[config.mk]
export PLATFORM = sky130hd
export DESIGN_NAME = jk_excite_driver
export DESIGN_NICKNAME = d
export VERILOG_FILES = /design/src/rtl/jk_excite_driver.sv
export SDC_FILE = /design/constraint.sdc
export NUM_CORES = 1
export LEC_CHECK = 0
export ABC_CLOCK_PERIOD_IN_PS = 2100
export CELL_PAD_IN_SITES_DETAIL_PLACEMENT = 0
export CELL_PAD_IN_SITES_GLOBAL_PLACEMENT = 1
export CORE_ASPECT_RATIO = 0.75
export CORE_MARGIN = 1.5
export CORE_UTILIZATION = 40
export CTS_BUF_LIST = sky130_fd_sc_hd__clkbuf_8
export CTS_CLUSTER_DIAMETER = 120
export DETAILED_ROUTE_END_ITERATION = 16
export PLACE_DENSITY = 0.88
export SYNTH_ARGS = -nofsm -noshare
export SYNTH_HDL_FRONTEND = slang
export SYNTH_SLANG_ARGS = --single-unit
[constraint.sdc]
create_clock -name clk -period 2.1 [get_ports clk]
set_clock_uncertainty 0.1 [all_clocks]
set_input_delay 0.42 -clock clk [delete_from_list [all_inputs] [get_ports clk]]
set_output_delay 0.42 -clock clk [all_outputs]
set_load 0.01 [all_outputs]
[src/rtl/jk_excite_driver.sv]
// Drives J/K of an external JK flip-flop so its Q follows an 8-bit target sequence (LSB first),
// then checks the flip-flop's Q two edges after each J/K value was registered.
module jk_excite_driver #(
  parameter bit TOGGLE_PREF = 1'b0
) (
  input  logic       clk,
  input  logic       reset,
  input  logic [7:0] din,
  input  logic       din_valid,
  output logic       din_ready,
  input  logic       q_fb,
  output logic       J,
  output logic       K,
  output logic       busy,
  output logic       done,
  output logic       pass,
  output logic       mismatch,
  output logic [3:0] err_cnt
);

  localparam int unsigned DW = 8;
  localparam int unsigned IW = 3;
  localparam int unsigned CW = 4;

  typedef enum logic [1:0] {
    IDLE  = 2'd0,
    DRIVE = 2'd1,
    DRAIN = 2'd2
  } state_e;

  state_e        state_q;
  logic [DW-1:0] din_q;
  logic [IW-1:0] idx_q;
  logic          exp_q;
  logic          drain_q;
  logic          s1_vld_q;
  logic          s1_bit_q;
  logic          s2_vld_q;
  logic          s2_bit_q;
  logic          word_ok_q;
  logic          j_q;
  logic          k_q;
  logic          done_q;
  logic          pass_q;
  logic          mm_q;
  logic [CW-1:0] err_q;

  logic tgt_c;
  logic j_c;
  logic k_c;
  logic fail_c;

  // Excitation for the current transition and the check of the oldest in-flight bit
  always_comb begin
    tgt_c = din_q[idx_q];
    j_c   = 1'b0;
    k_c   = 1'b0;
    if (TOGGLE_PREF) begin
      j_c = exp_q ^ tgt_c;
      k_c = exp_q ^ tgt_c;
    end else begin
      j_c = !exp_q && tgt_c;
      k_c = exp_q && !tgt_c;
    end
    fail_c = s2_vld_q && (q_fb != s2_bit_q);
  end

  always_ff @(posedge clk) begin
    if (reset) begin
      state_q   <= IDLE;
      din_q     <= '0;
      idx_q     <= '0;
      exp_q     <= 1'b0;
      drain_q   <= 1'b0;
      s1_vld_q  <= 1'b0;
      s1_bit_q  <= 1'b0;
      s2_vld_q  <= 1'b0;
      s2_bit_q  <= 1'b0;
      word_ok_q <= 1'b0;
      j_q       <= 1'b0;
      k_q       <= 1'b0;
      done_q    <= 1'b0;
      pass_q    <= 1'b0;
      mm_q      <= 1'b0;
      err_q     <= '0;
    end else begin
      done_q   <= 1'b0;
      mm_q     <= fail_c;
      s1_vld_q <= 1'b0;
      s2_vld_q <= s1_vld_q;
      s2_bit_q <= s1_bit_q;
      if (fail_c) begin
        word_ok_q <= 1'b0;
        if (err_q != {CW{1'b1}}) begin
          err_q <= err_q + CW'(1);
        end
      end
      case (state_q)
        IDLE: begin
          if (din_valid) begin
            din_q     <= din;
            idx_q     <= '0;
            exp_q     <= q_fb;
            word_ok_q <= 1'b1;
            state_q   <= DRIVE;
          end
        end
        DRIVE: begin
          j_q      <= j_c;
          k_q      <= k_c;
          exp_q    <= tgt_c;
          idx_q    <= idx_q + IW'(1);
          s1_vld_q <= 1'b1;
          s1_bit_q <= tgt_c;
          if (idx_q == IW'(DW - 1)) begin
            drain_q <= 1'b0;
            state_q <= DRAIN;
          end
        end
        DRAIN: begin
          // Two edges let the checks of the last two bits complete
          j_q <= 1'b0;
          k_q <= 1'b0;
          if (drain_q) begin
            state_q <= IDLE;
            done_q  <= 1'b1;
            pass_q  <= word_ok_q && !fail_c;
          end else begin
            drain_q <= 1'b1;
          end
        end
        default: state_q <= IDLE;
      endcase
    end
  end

  assign din_ready = (state_q == IDLE) && !reset;
  assign busy      = (state_q != IDLE);
  assign J         = j_q;
  assign K         = k_q;
  assign done      = done_q;
  assign pass      = pass_q;
  assign mismatch  = mm_q;
  assign err_cnt   = err_q;

endmodule

==> metrics list <==
- Dividing total power by cell area gives a power density of between 1000 and 1500 nW/um^2.
- Crit Path Category: register to output port
- Entering global routing, the biggest net connects 29 pins.
- 23 I/O pins were placed.
- Post-synth top flop: sky130_fd_sc_hd__dfxtp_1
- #FFs+latches synth: 29
- For this run, the register share of the synthesized area comes to ~45%.
* Clock buffers created by TritonCTS: 5
- Fill cell count: about 280
- Critical path buffer and inverter count: 3
- The first global-routing pass estimated 4800 um of wire.
- Clock H-tree levels: 2
- Standard cell with the maximum stage delay on the critical path: sky130_fd_sc_hd__dfxtp_1
- For this design, the CTS-stage hold fixing added 0 buffers.
* Width of the chip: ~69 um
- Startpoint Class: register
- In this run the critical register-to-register path is launched from state_q[1]$_SDFFE_PP0P_.
- Most frequent cells after synthesis: sky130_fd_sc_hd__dfxtp_1, sky130_fd_sc_hd__nand2_1, sky130_fd_sc_hd__nor2_1, sky130_fd_sc_hd__nand3_1, sky130_fd_sc_hd__a21oi_1
- Setup slack of the worst register-to-register path: between 200 and 300 ps
* Global placement routability congestion: between 0.7 and 0.8
- The total area inside the core boundary comes to 3020 um^2.
* Setup-violating endpoint count in the final report: 0
- Worst setup EP type: output port
* Routed via count divided by cell count: 5.27
* Gate count of the mapped netlist: roughly 150
* DRT Pass-1 Iters: 7
* Number of sinks driven by the clock tree: 29
- Dividing the detail-routed wire length by the instance count gives about 14 um.
- Yosys warns: 0
- Layout net count: 193
* Proportion of layout cells with a drive suffix above 1: 9.77%
- After detailed routing, the number of remaining DRC violations is 0.
- Worst Path Arrival: 1410 ps
* RSZ-0062 raised after global routing: no
* DRC marker count from the first detailed-route iteration: 25
- Across the VDD grid, the largest voltage drop is 0.506 mV.
* Clock Path Buffers: 2
* Signed area change from the synthesized netlist to the final layout: 28.0%
* Count of antenna-violating nets left after detailed routing: 0
- Leakage power total: ~0.65 nW
* Dominant cell type by area after synthesis: sky130_fd_sc_hd__dfxtp_1
- Synthesized area: 1300 um^2
* Avg Cell Area, Syn: just under 9 um^2
* Antenna cell count: 0
* Maximum fanout encountered on the critical timing path: 5
- Via count: ~1,100
- Timing-limited maximum frequency: between 0.5 and 0.6 GHz
- Detailed-placement wirelength estimate: about 2000 um
* Overall fraction of global-route tracks in use: 19.1%
* Final Routed Wirelength: 2900 um
- Cell Rows: 17
- Overall die height: between 50 and 60 um
* Worst skew pair latency: roughly 280 ps
- Once the clock tree was built, the setup fixing pass inserted 0 buffers.
- Slowest Stage Delay on Critical Path: approximately 380 ps
- Grouping stages by cell kind, the critical path spends the most delay in buffers and inverters.
* Syn nets: roughly 170
- Cell-by-cell trace of the critical path: inv_1 -> ha_1 -> inv_2 -> nor2_1 -> dlygate4sd2_1
* Netlist cell types: 34
* Status: finished, final reports clean
- Worst slew pin tran: ~470 ps
- After layout, the worst path uses between 90% and 100% of the clock period.
* CTS tree: done
- Initial antenna violation count: 0
- In this run the tool buffered the top-level ports with 22 buffer cells.
- The smallest clock period supported by the final layout is computed as roughly 1900 ps.
* Clock-pin slew on the worst setup and hold paths: about 60 ps
- Post-synthesis async set-or-reset flop share: 0%
- Clock tree synthesis selected as its root buffer the cell sky130_fd_sc_hd__clkbuf_8.
* Post-route core utilization: 55.1%
- Slew Limit Headroom: between 60 and 70%
* Count leader, synth: sky130_fd_sc_hd__dfxtp_1
* Share of the synthesized area in the top cell type: between 40% and 50%
- Worst min-delay path category: register to register
* Critical path origin: state_q[0]$_SDFFE_PP0P_
- Global routing finished with a remaining overflow of 0.
- Top cells by area in the synthesized netlist: sky130_fd_sc_hd__dfxtp_1, sky130_fd_sc_hd__ha_1, sky130_fd_sc_hd__mux2i_1
- The number of hold-slack violations in the final timing report was 0.
* Max-cap violations: 0
- Die area: 3600 um^2
- Total negative slack: 0 ps
* Count of flip-flops with a built-in enable after synthesis: 0
- Required @ worst endpoint: 1580 ps
- The via count of the first global-routing pass came to around 1,000.
* Final slew viol count: 0
* Worst hold path startpoint: s1_vld_q$_SDFF_PP0_
* Effective utilization at floorplan: 43.0%
==> kinds of logic after synthesis <==
family | count (synthesis) | synth area share (%)
xor+xnor | 3 | 2.02
buf+inv | 14 | 4.52
simple gates | 59 | 21.7
compound gates | 24 | 12.5
mux | 10 | 7.89
flops | 29 | 44.7
fa+ha+maj | 7 | 6.74
==> per-stage QoR <==
stage	std cells	hold WS [ps]	power [mW]	setup WS, ps	area (um^2)
floorplan	146	314	1.11	514	1300
global placement	205	321	1.29	73.0	1580
detailed placement	205	331	1.31	81.7	1580
CTS	212	344	1.77	167	1660
global route	212	366	1.87	68.7	1660
finish	212	338	1.76	172	1660
==> registers in the layout, indices dropped and copies added, names as in the netlist, 2 cells and up <==
register	flops
din_q	8
err_cnt	4
idx_q	3
state_q	2
==> per-layer routing <==
metal | routed length, um | up-vias | share of wire (%) | global-route usage (%)
met5 | 0 | - | 0 | 0
met1 | 1380 | 523 | 48 | 23.8
met3 | 158 | 8 | 5.5 | 6.24
met4 | 78 | 0 | 2.7 | 12.7
met2 | 1280 | 24 | 44 | 27.7
li1 | - | 563 | - | -
==> cell type report <==
cell class	count	area [um^2]	share of cell area, %
clock buffers	6	82.6	4.96
clock inverters	1	3.75	0.226
inverters	7	26.3	1.58
multi-input cells	103	661	39.7
flip-flops and latches	29	581	34.9
well taps	38	47.5	2.86
repair buffers	28	263	15.8
==> where the power goes <==
group / leakage [nW] / internal [mW] / total (mW) / switching, mW
sequential: 0.236 / 0.636 / 0.695 / 0.0590
combinational: 0.366 / 0.267 / 0.609 / 0.342
clock: 0.0485 / 0.254 / 0.452 / 0.198
total: 0.650 / 1.16 / 1.76 / 0.599
==> what timing repair did <==
action / CTS / global route
endpoints found under the hold margin: 0 / 0
setup endpoints to repair: 2 / 0
resized for setup: 3 / 0
==> path summary, 6_finish.rpt <==
path	to	cells past startpoint
max	din_ready	5
min	s2_vld_q$_SDFF_PP0_	1
max reg2reg	idx_q[1]$_SDFFE_PP0P_	5
min reg2reg	s2_vld_q$_SDFF_PP0_	1
==> placed cells by master, fill, tap and decap left out, types with 2 or more instances in the layout <==
master / n
sky130_fd_sc_hd__mux2_2: 2
sky130_fd_sc_hd__nor3_1: 3
sky130_fd_sc_hd__clkbuf_8: 6
sky130_fd_sc_hd__dlygate4sd2_1: 2
sky130_fd_sc_hd__buf_4: 6
sky130_fd_sc_hd__nand2b_1: 3
sky130_fd_sc_hd__a31oi_1: 2
sky130_fd_sc_hd__nor2_1: 13
sky130_fd_sc_hd__inv_1: 7
sky130_fd_sc_hd__o21ai_0: 3
sky130_fd_sc_hd__ha_1: 7
sky130_fd_sc_hd__nand3b_1: 2
sky130_fd_sc_hd__a222oi_1: 2
sky130_fd_sc_hd__nand3_1: 12
sky130_fd_sc_hd__nand2_1: 16
sky130_fd_sc_hd__nor2b_1: 3
sky130_fd_sc_hd__a21oi_1: 11
sky130_fd_sc_hd__mux2i_1: 8
sky130_fd_sc_hd__dfxtp_1: 29
sky130_fd_sc_hd__xor2_1: 2
sky130_fd_sc_hd__clkdlybuf4s50_1: 20
sky130_fd_sc_hd__nand4_1: 2
(Power assumes the default switching activity.)
